<file path="src/rtl/paddle_game_ctrl_pkg.sv">
// Shared game definitions for the paddle, ball and brick logic.
// State encodings, move command codes and screen geometry.
package paddle_game_ctrl_pkg;

    typedef enum logic [2:0] {
        IDLE  = 3'b000,
        SERVE = 3'b001,
        PLAY  = 3'b010,
        LOST  = 3'b011,
        WIN   = 3'b100
    } game_state_t;

    localparam logic [7:0] MOVE_RIGHT = 8'h00;
    localparam logic [7:0] MOVE_LEFT  = 8'h01;
    localparam logic [7:0] MOVE_NONE  = 8'hFF;

    localparam int SCREEN_W = 160;

    // Conflicting or absent keys both mean "stay put".
    function automatic logic [7:0] encode_move(input logic left, input logic right);
        logic [7:0] cmd;
        cmd = MOVE_NONE;
        if (left && !right) begin
            cmd = MOVE_LEFT;
        end else if (right && !left) begin
            cmd = MOVE_RIGHT;
        end
        return cmd;
    endfunction

    function automatic logic is_active(input game_state_t s);
        return (s == SERVE) || (s == PLAY);
    endfunction

endpackage

</file>
<file path="src/rtl/paddle_game_ctrl_tick_divider.sv">
// Free-running divider: one-cycle registered tick every TICK_DIV clocks while run is high.
// Counter parks at zero whenever run is low, so each run period starts with a full interval.
module tick_divider #(
    parameter int TICK_DIV = 500000
) (
    input  logic i_clock,
    input  logic i_resetn,
    input  logic i_run,
    output logic o_tick
);

    localparam int              CW   = (TICK_DIV > 1) ? $clog2(TICK_DIV) : 1;
    localparam logic [CW-1:0]   LAST = CW'(TICK_DIV - 1);

    logic [CW-1:0] r_cnt;
    logic          r_tick;

    always_ff @(posedge i_clock or negedge i_resetn) begin
        if (!i_resetn) begin
            r_cnt  <= '0;
            r_tick <= 1'b0;
        end else if (!i_run) begin
            r_cnt  <= '0;
            r_tick <= 1'b0;
        end else if (r_cnt == LAST) begin
            r_cnt  <= '0;
            r_tick <= 1'b1;
        end else begin
            r_cnt  <= r_cnt + 1'b1;
            r_tick <= 1'b0;
        end
    end

    assign o_tick = r_tick;

endmodule

</file>
<file path="src/rtl/paddle_game_ctrl.sv">
// Game sequencer: state FSM, lives tracking, movement tick and key-to-command encoding.
// All outputs registered (move_en/move_cmd gated by the registered state).
module paddle_game_ctrl
    import paddle_game_ctrl_pkg::*;
#(
    parameter int TICK_DIV = 500000,
    parameter int LIVES    = 3
) (
    input  logic       i_clock,
    input  logic       i_resetn,
    input  logic       i_start,
    input  logic       i_key_left,
    input  logic       i_key_right,
    input  logic       i_ball_lost,
    input  logic       i_bricks_cleared,
    output logic [2:0] o_state,
    output logic       o_move_en,
    output logic [7:0] o_move_cmd,
    output logic [2:0] o_lives
);

    localparam logic [2:0] LIVES_INIT = 3'(LIVES);

    game_state_t r_state;
    game_state_t w_state_nxt;
    logic [2:0]  r_lives;
    logic [2:0]  w_lives_nxt;
    logic        r_start_q;
    logic [7:0]  r_move_cmd;
    logic        w_start_pulse;
    logic        w_run;
    logic        w_tick;

    assign w_start_pulse = i_start & ~r_start_q;
    assign w_run         = is_active(r_state);

    always_ff @(posedge i_clock or negedge i_resetn) begin
        if (!i_resetn) begin
            r_state    <= IDLE;
            r_lives    <= 3'd0;
            r_start_q  <= 1'b0;
            r_move_cmd <= MOVE_NONE;
        end else begin
            r_state    <= w_state_nxt;
            r_lives    <= w_lives_nxt;
            r_start_q  <= i_start;
            r_move_cmd <= encode_move(i_key_left, i_key_right);
        end
    end

    always_comb begin
        w_state_nxt = r_state;
        w_lives_nxt = r_lives;
        case (r_state)
            IDLE: begin
                if (w_start_pulse) begin
                    w_state_nxt = SERVE;
                    w_lives_nxt = LIVES_INIT;
                end
            end
            SERVE: begin
                if (w_start_pulse) begin
                    w_state_nxt = PLAY;
                end
            end
            PLAY: begin
                // Clearing the board wins even if the ball is lost the same cycle.
                if (i_bricks_cleared) begin
                    w_state_nxt = WIN;
                end else if (i_ball_lost) begin
                    if (r_lives == 3'd1) begin
                        w_state_nxt = LOST;
                        w_lives_nxt = 3'd0;
                    end else begin
                        w_state_nxt = SERVE;
                        w_lives_nxt = r_lives - 3'd1;
                    end
                end
            end
            LOST, WIN: begin
                if (w_start_pulse) begin
                    w_state_nxt = IDLE;
                end
            end
            default: begin
                w_state_nxt = IDLE;
            end
        endcase
    end

    tick_divider #(
        .TICK_DIV (TICK_DIV)
    ) u_tick_divider (
        .i_clock  (i_clock),
        .i_resetn (i_resetn),
        .i_run    (w_run),
        .o_tick   (w_tick)
    );

    // A tick landing on the edge that leaves SERVE/PLAY is suppressed.
    assign o_state    = r_state;
    assign o_move_en  = w_tick & w_run;
    assign o_move_cmd = w_run ? r_move_cmd : MOVE_NONE;
    assign o_lives    = r_lives;

endmodule
</file>
<file path="config.mk">
export PLATFORM = sky130hd
export DESIGN_NAME = paddle_game_ctrl
export DESIGN_NICKNAME = d
export VERILOG_FILES = /design/src/rtl/paddle_game_ctrl_pkg.sv /design/src/rtl/paddle_game_ctrl_tick_divider.sv /design/src/rtl/paddle_game_ctrl.sv
export SDC_FILE = /design/constraint.sdc
export NUM_CORES = 1
export LEC_CHECK = 0
export ABC_CLOCK_PERIOD_IN_PS = 2400
export CAP_MARGIN = 5
export CORE_MARGIN = 8
export CORE_UTILIZATION = 53
export DETAILED_ROUTE_END_ITERATION = 7
export PLACE_DENSITY_LB_ADDON = 0.1
export SYNTH_ARGS = -nofsm -noshare
export SYNTH_HDL_FRONTEND = slang
export SYNTH_SLANG_ARGS = --single-unit
</file>
<file path="constraint.sdc">
create_clock -name i_clock -period 2.4 [get_ports i_clock]
set_input_delay 0.24 -clock i_clock [delete_from_list [all_inputs] [get_ports i_clock]]
set_output_delay 0.24 -clock i_clock [all_outputs]
set_load 0.005 [all_outputs]
</file>
==> out/results.txt, run 1 <==
EDFF count, synth - 0
Synth area leaders - dfrtp_1 44%, xnor2_1 8.6%, nor2_1 5.9%, dfstp_2 3.5%, ha_1 3.3%
DRC viols - 0
endpoints failing hold - 0
later-pin clock latency in the skew report - 0.32 ns
Max clock buf depth - 2
Setup crit start kind - flip-flop
Die Ht - 69.5 µm
total chip power - 1.49 mW
FP Rows - 19
First-pass DRT Iterations - 4
cts bufs inserted - 5
Post-Synth XOR/XNOR Area - 9.23%
CTS tree - built
worst path buffer plus inverter count - 1
# clock sinks - 29
Hold Path Class - primary input to async pin
Worst EP required - 2.16 ns
Synth area leader - dfrtp_1
max_cap viols - 0
fraction of the mapped netlist area in adder cells - 3.29%
via count - 1128
Top delay family on crit path - buffers and inverters
Worst Path Class, Setup - flip-flop to primary output
slowest CP cell - clkdlybuf4s50_1
PortBufs - 21
Post-layout nets - 186
Starting Density - 55.6%
Seq/Total Area, Yosys - 47.9%
post-synth cell types - 36
Die ar. - 4840 µm²
max_slew headroom - 64.0%
area of the multi-input gates - 684 µm²
Post-Synthesis Cells - 154
CTS root buffer - clkbuf_4
Reg2Reg Launch Point - u_tick_divider.r_cnt[0]$_DFF_PN0_
postcts setup bufs - 0
max-slew violations - 0
CTS resizes - 0
predominant post-synthesis flop cell - dfrtp_1
number of diodes - 0
grt ovf - 0
Initial DRC Count - 39
Synth Area in Compound Gates - 6.59%
Yosys reg bits - 29
gr usage total - 11.7%
worst-path maximum fanout - 8
Die X - 69.5 µm
global routing usage on met3 - 6.01%
largest family of logic cells by synthesized area - simple AND/OR/NAND/NOR gates
GPL Wtd Cong - 0.891
Period Utilization, post-route - 89.4%
Storage cell area - 728 µm²
Synth Warn # - 0
DR WL/cell - 13.2 µm
Fill cells - 229
Clock Skew - 0.00245 ns
Synth top area share - 44.5%
Area Growth Syn to Fin - 17.7%
GR met2 Demand/Resource - 19.2%
Mapped Nets - 165
FMAX - 466 MHz
maximum number of pins on one net before global-route repair - 30
critical path capture point type - primary output
setup violators final - 0
most common cell in the synthesized netlist - dfrtp_1
Async S/R FF share, synth - 100%
busiest metal layer after global routing - met2
unrepaired setup endpoints after global routing - false
vias in the first global route - 1064
list of most frequent post-synthesis cells - 27 x dfrtp_1, 24 x nor2_1, 15 x xnor2_1
share of layout cells above drive strength 1 - 10.2%
post-synthesis mux area share - 0%
Slew @ Worst Pin - 0.535 ns
hpwl dp - 1.99 mm
PwrDens - 831 nW/µm²
initial antenna violation count - 0
I/O pins - 22
Crit. Startpoint - o_state[0]$_DFFE_PN0P_
mapped cell area - 1520 µm²
TNS Setup - 0 ns
CP peak stage delay - 0.50 ns
Lkg Pwr - 0.719 nW
crit path time final - 2.15 ns
Routed WL - 2.73 mm
syn_area_per_cell - 9.86 µm²
CP Cell Sequence - xnor2_1, or3_1, clkdlybuf4s50_1
first-pass GRT wire length - 4.72 mm
CTS clk-pin slew, worst paths - 0.09 ns
H-tree depth - 2
core area - 2730 µm²
crit path DAT - 1.91 ns
met1 GRT Util - 12.2%
vias per cell - 5.45
simple-gate area share of the yosys netlist - 25.9%
number of routed nets with antenna violations - 0
Worst VDD drop - 0.668 mV
outcome - finished clean
cts hold-fix bufs - 0
==> area by class of cell <==
type | instances | share of cell area (%)
Clock buffer | 8 | 3.29
Multi-Input combinational cell | 103 | 38.3
Sequential cell | 29 | 40.7
Tap cell | 31 | 2.17
Timing Repair Buffer | 24 | 13.0
Inverter | 12 | 2.52
==> worst register-to-register path: cells and delay by family, from the launching register on <==
kind	cells	cell delay (ns)
AND/OR/NAND/NOR	3	1.01
flip-flops	1	0.39
adder cells (fa/ha/maj)	1	0.27
AO/OA/AOI/OAI	1	0.14
==> power breakdown <==
part / internal (mW) / switching [mW] / leakage (nW)
registers: 0.546 / 0.0772 / 0.384
clock network: 0.144 / 0.157 / 0.0326
logic: 0.298 / 0.264 / 0.302
==> stage by stage <==
step | instance area (µm²) | instances | hold slack, ns | setup slack [ns] | utilization (%)
detailed placement | 1730 | 199 | 0.478 | 0.540 | 63.2
global route | 1790 | 207 | 0.304 | 0.138 | 65.4
finish | 1790 | 207 | 0.283 | 0.255 | 65.4
global placement | 1730 | 199 | 0.466 | 0.585 | 63.2
CTS | 1790 | 207 | 0.290 | 0.231 | 65.4
floorplan | 1520 | 154 | -0.0556 | 0.624 | -
==> cells in the final DEF (no fill, tap or decap), types with 3 or more instances in the layout <==
| cell type | count |
|---|---|
| dfrtp_1 | 27 |
| nor2_1 | 24 |
| clkdlybuf4s50_1 | 21 |
| xnor2_1 | 15 |
| inv_1 | 12 |
| nor4_1 | 7 |
| nand3_1 | 6 |
| nand2_1 | 5 |
| clkbuf_4 | 5 |
| nand4_1 | 4 |
| o21ai_0 | 4 |
| ha_1 | 4 |
| a21oi_1 | 3 |
| nor3_1 | 3 |
| or3_1 | 3 |
| nor3b_1 | 3 |
| buf_4 | 3 |
==> cell families after synthesis <==
kind of cell,count (synthesis)
xor gates and xnor gates,16
DFF,29
AOI/OAI and AO/OA,14
adders and majority gates,4
and+or+nand+nor,69
buffers and inverters,22
==> flip-flops by register name, summed over array words and instances, names as in the netlist <==
register               cells
r_move_cmd                 2
r_start_q                  1
o_lives                    3
o_state                    3
u_tick_divider.o_tick      1
u_tick_divider.r_cnt      19
==> final timing paths <==
| check | endpoint | slack, ns | cells past startpoint |
|---|---|---|---|
| max | o_move_cmd[4] | 0.25 | 3 |
| min | u_tick_divider.r_cnt[10]$_DFF_PN0_ | 0.28 | 2 |
| max reg2reg | u_tick_divider.r_cnt[18]$_DFF_PN0_ | 0.53 | 5 |
| min reg2reg | u_tick_divider.r_cnt[0]$_DFF_PN0_ | 0.48 | 1 |
| max in group asynchronous | r_move_cmd[0]$_DFF_PN1_ | 1.81 | 2 |
| min in group i_clock | r_start_q$_DFF_PN0_ | 0.41 | 1 |
==> per-layer routing <==
metal  wire length (µm)  part of all wire (%)  up-vias
li1                   -                     -      564
met5                  0                     0        -
met1               1170                    43      530
met4                 58                   2.1        0
met3                223                   8.2        7
met2               1270                    47       27
Power figures use the tool's default switching activity.
==> inputs of run 2 (changes only) <==
--- a/config.mk
+++ b/config.mk
@@ -7,6 +7,7 @@
 export LEC_CHECK = 0
 export ABC_CLOCK_PERIOD_IN_PS = 2400
 export CAP_MARGIN = 5
+export CORE_ASPECT_RATIO = 2
 export CORE_MARGIN = 8
 export CORE_UTILIZATION = 53
 export DETAILED_ROUTE_END_ITERATION = 7
==> run 2 against run 1 <==
Net effect: first-iteration DRC count fell by 72%; via count rose by 2.2%; hold slack improved by 0.058 ns; cell area rose by 3.5%; clock skew rose by 0.0016 ns; critical endpoint is now o_move_cmd[3].
==> out/results.txt, run 2 (same netlist as run 1, synthesis figures left out) <==
gr usage total - 13.4% (was 11.7%)
H-tree depth - 2 (unchanged)
Setup crit start kind - flip-flop (unchanged)
Worst EP required - 2.16 ns (about the same)
PwrDens - 935 nW/µm² (was 831 nW/µm²)
worst reg2reg setup slack - 0.51 ns (was 0.53 ns)
first-pass GRT wire length - 5.04 mm (was 4.72 mm)
DP Area - 1730 µm² (about the same)
Comb pwr share - 34.3% (was 37.8%)
# clock sinks - 29 (unchanged)
max reg flops - 19 (unchanged)
max_cap viols - 0 (unchanged)
Critical R2R Capture - u_tick_divider.r_cnt[18]$_DFF_PN0_ (unchanged)
largest register by flop count - u_tick_divider.r_cnt (unchanged)
postcts setup bufs - 0 (unchanged)
FP Rows - 27 (was 19)
hpwl dp - 2.23 mm (was 1.99 mm)
setup violators final - 0 (unchanged)
PortBufs - 21 (unchanged)
via count - 1153 (was 1128)
GPL Wtd Cong - 0.853 (was 0.891)
CP Cell Sequence - xnor2_1, or3_1, clkdlybuf4s50_1 (unchanged)
vias per cell - 5.60 (was 5.45)
core area - 2740 µm² (was 2730 µm²)
DRC viols - 0 (unchanged)
worst setup path endpoint - o_move_cmd[3] (was o_move_cmd[4])
total chip power - 1.73 mW (was 1.49 mW)
unrepaired setup endpoints after global routing - false (unchanged)
cts bufs inserted - 5 (unchanged)
CTS root buffer - clkbuf_8 (was clkbuf_4)
Reg2Reg Launch Point - u_tick_divider.r_cnt[0]$_DFF_PN0_ (unchanged)
CTS clk-pin slew, worst paths - 0.06 ns (was 0.09 ns)
placed cells - 198 (was 199)
Die X - 53.9 µm (was 69.5 µm)
CTS tree - built (unchanged)
vias in the first global route - 1228 (was 1064)
hold_ws - 0.342 ns (was 0.283 ns)
maximum number of pins on one net before global-route repair - 30 (unchanged)
I/O pins - 22 (unchanged)
Lkg Pwr - 0.750 nW (was 0.719 nW)
r2r worst-path depth - 5 (unchanged)
Hold Path Class - primary input to async pin (unchanged)
Max clock buf depth - 2 (unchanged)
DR WL/cell - 14.2 µm (was 13.2 µm)
final core occ - 67.6% (was 65.4%)
Clock Skew - 0.00409 ns (was 0.00245 ns)
most frequent cells in the layout - 27 x dfrtp_1, 24 x nor2_1, 21 x clkdlybuf4s50_1, 15 x xnor2_1, 12 x inv_1 (unchanged)
First-pass DRT Iterations - 4 (unchanged)
FMAX - 480 MHz (was 466 MHz)
later-pin clock latency in the skew report - 0.28 ns (was 0.32 ns)
critical path capture point type - primary output (unchanged)
share of layout cells above drive strength 1 - 11.3% (was 10.2%)
Die ar. - 4940 µm² (was 4840 µm²)
Layout Cells excl Fill - 206 (was 207)
TNS Setup - 0 ns (unchanged)
Slew @ Worst Pin - 0.539 ns (was 0.535 ns)
Flop pwr share - 36.1% (was 41.9%)
max_slew headroom - 63.7% (was 64.0%)
Die Ht - 91.7 µm (was 69.5 µm)
CP peak stage delay - 0.49 ns (was 0.50 ns)
Psw - 528 µW (was 498 µW)
Initial DRC Count - 11 (was 39)
most common cell after layout, fill and taps aside - dfrtp_1 (unchanged)
Area Growth Syn to Fin - 21.8% (was 17.7%)
Crit. Startpoint - o_state[1]$_DFFE_PN0P_ (was o_state[0]$_DFFE_PN0P_)
worst-path maximum fanout - 9 (was 8)
outcome - finished clean (unchanged)
CTS resizes - 0 (unchanged)
initial antenna violation count - 0 (unchanged)
crit path time final - 2.08 ns (was 2.15 ns)
Sw Ratio - 30.5% (was 33.5%)
max-slew violations - 0 (unchanged)
number of diodes - 0 (unchanged)
Period Utilization, post-route - 86.8% (was 89.4%)
Clock power frac - 29.6% (was 20.2%)
Starting Density - 55.5% (was 55.6%)
slowest CP cell - clkdlybuf4s50_1 (unchanged)
DP Worst Slack - 0.514 ns (was 0.540 ns)
number of routed nets with antenna violations - 0 (unchanged)
Routed WL - 2.92 mm (was 2.73 mm)
final instance area - 1850 µm² (was 1790 µm²)
Post-layout nets - 187 (was 186)
setup ws final - 0.317 ns (was 0.255 ns)
Worst Path Class, Setup - flip-flop to primary output (unchanged)
Worst VDD drop - 0.587 mV (was 0.668 mV)
crit path DAT - 1.84 ns (was 1.91 ns)
Pint - 1.20 mW (was 989 µW)
endpoints failing hold - 0 (unchanged)
cts hold-fix bufs - 0 (unchanged)
grt ovf - 0 (unchanged)
run 2: cell types whose count changed in the layout (fill, tap and decap cells not counted):
cell       delta
clkbuf_4      -5
clkbuf_1      -1
buf_4         +1
clkbuf_8      +5
bufinv_16     +1
run 2: metal layers:
| layer | vias to the layer above | wire length [µm] | global-route usage, % |
|---|---|---|---|
| met5 | - | 0 | 0 |
| met4 | 0 | 100 | 9.96 |
| met3 | 9 | 173 | 4.53 |
| met2 | 25 | 1540 | 22.7 |
| met1 | 555 | 1100 | 12.0 |
| li1 | 564 | - | - |
run 2: worst min-delay path by stage:
stage,from,to,slack [ns],cells after the start
detailed placement,u_tick_divider.r_cnt[0]$_DFF_PN0_,u_tick_divider.r_cnt[0]$_DFF_PN0_,0.48,1
global route,i_resetn,o_lives[2]$_DFFE_PN0P_,0.39,2
finish,i_resetn,o_lives[2]$_DFFE_PN0P_,0.34,2
floorplan,i_resetn,o_lives[0]$_DFFE_PN0P_,-0.06,0
CTS,i_resetn,o_lives[2]$_DFFE_PN0P_,0.35,2
global placement,u_tick_divider.r_cnt[0]$_DFF_PN0_,u_tick_divider.r_cnt[0]$_DFF_PN0_,0.46,1
run 2: worst max-delay path: cells and delay by family, from the launching register on:
family	cells	cell delay [ns]
buffers and inverters	1	0.49
flip-flops	1	0.47
XOR/XNOR	1	0.20
AND/OR/NAND/NOR	1	0.41
run 2: cell type report:
cell class                      instances  area (µm²)
Fill cell                             216         886
Sequential cell                        29         728
Multi-Input combinational cell        103         684
Timing Repair Buffer                   25         240
Clock buffer                            7        86.3
Inverter                               12        45.0
Tap cell                               29        36.3
Clock inverter                          1        30.0
run 2: power groups by stage:
stage               registers (mW)  logic [mW]  clock network [mW]
global placement             0.632       0.593                   0
detailed placement           0.635       0.608                   0
floorplan                    0.595       0.377                   0
global route                 0.642       0.665               0.546
CTS                          0.626       0.609               0.527
finish                       0.625       0.593               0.511
==> inputs of run 3 (changes only) <==
--- a/config.mk
+++ b/config.mk
@@ -5,7 +5,7 @@
 export SDC_FILE = /design/constraint.sdc
 export NUM_CORES = 1
 export LEC_CHECK = 0
-export ABC_CLOCK_PERIOD_IN_PS = 2400
+export ABC_CLOCK_PERIOD_IN_PS = 2110
 export CAP_MARGIN = 5
 export CORE_ASPECT_RATIO = 2
 export CORE_MARGIN = 8
==> constraint.sdc (replaced) <==
create_clock -name i_clock -period 2.11 [get_ports i_clock]
set_input_delay 0.211 -clock i_clock [delete_from_list [all_inputs] [get_ports i_clock]]
set_output_delay 0.211 -clock i_clock [all_outputs]
set_load 0.005 [all_outputs]
==> run 3 against run 2 <==
Net effect: global-route usage up 1.2 points; final cell count up 0.97%; count of clock-buffer cells in the layout down 1; clock skew up 0.0035 ns; combinational power up 23%; cell area down 0.61%; die area unchanged; largest cell class unchanged; core utilization down 0.41 points; via count up 3.1%; wire length up 12%.
==> out/results.txt, run 3 (same netlist as run 1, synthesis figures left out) <==
outcome - finished clean (unchanged)
gr usage total - 14.6% (was 13.4%)
H-tree depth - 2 (unchanged)
crit path time final - 2.01 ns
PortBufs - 21 (unchanged)
postcts setup bufs - 0 (unchanged)
setup violators final - 0 (unchanged)
DP Worst Slack - 0.220 ns (was 0.514 ns)
Max clock buf depth - 2 (unchanged)
max_cap viols - 0 (unchanged)
FP Rows - 27 (unchanged)
CP peak stage delay - 0.47 ns (was 0.49 ns)
setup ws final - 0.0997 ns (was 0.317 ns)
total chip power - 1.85 mW (was 1.73 mW)
First-pass DRT Iterations - 5 (was 4)
PwrDens - 1010 nW/µm² (was 935 nW/µm²)
Starting Density - 55.5% (unchanged)
crit path DAT - 1.80 ns (was 1.84 ns)
max_slew headroom - 63.1% (was 63.7%)
Die X - 53.9 µm (unchanged)
CTS tree - built (unchanged)
Fill cells - 224 (was 216)
CTS root buffer - clkbuf_8 (unchanged)
max-slew violations - 0 (unchanged)
FMAX - 497 MHz
Hold Path Class - primary input to async pin (unchanged)
Clock Skew - 0.00755 ns (was 0.00409 ns)
vias per cell - 5.72 (was 5.60)
most common cell after layout, fill and taps aside - dfrtp_1 (unchanged)
grt ovf - 0 (unchanged)
worst-path maximum fanout - 9 (unchanged)
Worst VDD drop - 0.591 mV (was 0.587 mV)
I/O pins - 22 (unchanged)
Slew @ Worst Pin - 0.548 ns (was 0.539 ns)
share of layout cells above drive strength 1 - 13.4% (was 11.3%)
worst reg2reg setup slack - 0.22 ns (was 0.51 ns)
Period Utilization, post-route - 95.3%
later-pin clock latency in the skew report - 0.28 ns (about the same)
CP Cell Sequence - xnor2_1, or3_4, clkdlybuf4s50_1 (was xnor2_1, or3_1, clkdlybuf4s50_1)
largest register by flop count - u_tick_divider.r_cnt (unchanged)
first-pass GRT wire length - 5.38 mm (was 5.04 mm)
Worst EP required - 1.90 ns (was 2.16 ns)
max reg flops - 19 (unchanged)
core area - 2740 µm² (unchanged)
critical path capture point type - primary output (unchanged)
Lkg Pwr - 0.747 nW (was 0.750 nW)
Initial DRC Count - 20 (was 11)
DR WL/cell - 15.7 µm (was 14.2 µm)
hpwl dp - 2.58 mm (was 2.23 mm)
number of routed nets with antenna violations - 0 (unchanged)
endpoints failing hold - 0 (unchanged)
Worst Path Class, Setup - flip-flop to primary output (unchanged)
CTS clk-pin slew, worst paths - 0.06 ns (about the same)
vias in the first global route - 1266 (was 1228)
unrepaired setup endpoints after global routing - false (unchanged)
DP Area - 1750 µm² (was 1730 µm²)
via count - 1189 (was 1153)
maximum number of pins on one net before global-route repair - 30 (unchanged)
DRC viols - 0 (unchanged)
number of diodes - 0 (unchanged)
Area Growth Syn to Fin - 21.1% (was 21.8%)
GPL Wtd Cong - 0.897 (was 0.853)
TNS Setup - 0 ns (unchanged)
cts bufs inserted - 5 (unchanged)
most frequent cells in the layout - 27 x dfrtp_1, 23 x nor2_1, 21 x clkdlybuf4s50_1, 15 x xnor2_1, 12 x inv_1 (was 27 x dfrtp_1, 24 x nor2_1, 21 x clkdlybuf4s50_1, 15 x xnor2_1, 12 x inv_1)
initial antenna violation count - 0 (unchanged)
final instance area - 1840 µm² (was 1850 µm²)
hold_ws - 0.316 ns (was 0.342 ns)
# clock sinks - 29 (unchanged)
Setup crit start kind - flip-flop (unchanged)
slowest CP cell - dfrtp_1 (was clkdlybuf4s50_1)
Post-layout nets - 189 (was 187)
Die Ht - 91.7 µm (unchanged)
Routed WL - 3.26 mm (was 2.92 mm)
Die ar. - 4940 µm² (unchanged)
## run 3: cell count changes in the layout (fill, tap and decap cells not counted)
cell	change
nor2_2	+1
bufinv_16	-1
buf_4	+2
or3_1	-1
or3_4	+1
clkbuf_8	-1
nor2_1	-1
clkinv_2	+2
## run 3: worst max-delay path, delay by kind of cell (launching register included)
family / cells / cell delay, ns
and+or+nand+nor: 1 / 0.38
DFF: 1 / 0.47
buffers and inverters: 1 / 0.47
xor gates and xnor gates: 1 / 0.21
## run 3: final cells by class
type	instances	area (µm²)	area share [%]
flip-flops and latches	29	728	39.6
well taps	29	36.3	1.97
multi-input cells	103	692	37.6
clock buffers	6	72.6	3.95
clock inverters	2	10.0	0.544
repair buffers	27	255	13.9
inverters	12	45.0	2.45
## run 3: repair_timing
item | CTS | global route
setup endpoints to repair | 0 | 8
gates resized for setup | 0 | 2
hold buffers | 0 | 0
endpoints found under the hold margin | 0 | 0
## run 3: report_power, final
part	internal [mW]	leakage (nW)	switching, mW	total, mW
clock	0.227	0.0450	0.192	0.420
combinational	0.383	0.318	0.345	0.728
sequential	0.622	0.384	0.0795	0.702
total	1.23	0.747	0.617	1.85
## run 3: final timing paths
path,from,endpoint,cells after the start
hold / removal,i_resetn,o_lives[2]$_DFFE_PN0P_,2
hold reg to reg,u_tick_divider.r_cnt[0]$_DFF_PN0_,u_tick_divider.r_cnt[0]$_DFF_PN0_,1
max in group asynchronous,i_resetn,r_move_cmd[6]$_DFF_PN1_,2
setup reg to reg,u_tick_divider.r_cnt[0]$_DFF_PN0_,u_tick_divider.r_cnt[18]$_DFF_PN0_,5
setup / recovery,o_state[1]$_DFFE_PN0P_,o_move_cmd[5],3
min in group i_clock,i_start,r_start_q$_DFF_PN0_,1
## run 3: per-layer routing
metal	track usage, %	up-vias	wire [µm]
met5	0	-	0
met1	12.2	569	1090
met2	26.5	39	1860
met4	8.90	0	114
li1	-	569	-
met3	5.02	12	198
## run 3: metrics by stage
stage / cells / utilization (%)
finish: 208 / 67.2
global route: 208 / 67.2
CTS: 208 / 66.9
detailed placement: 200 / 63.9
global placement: 200 / 63.9
floorplan: 154 / -
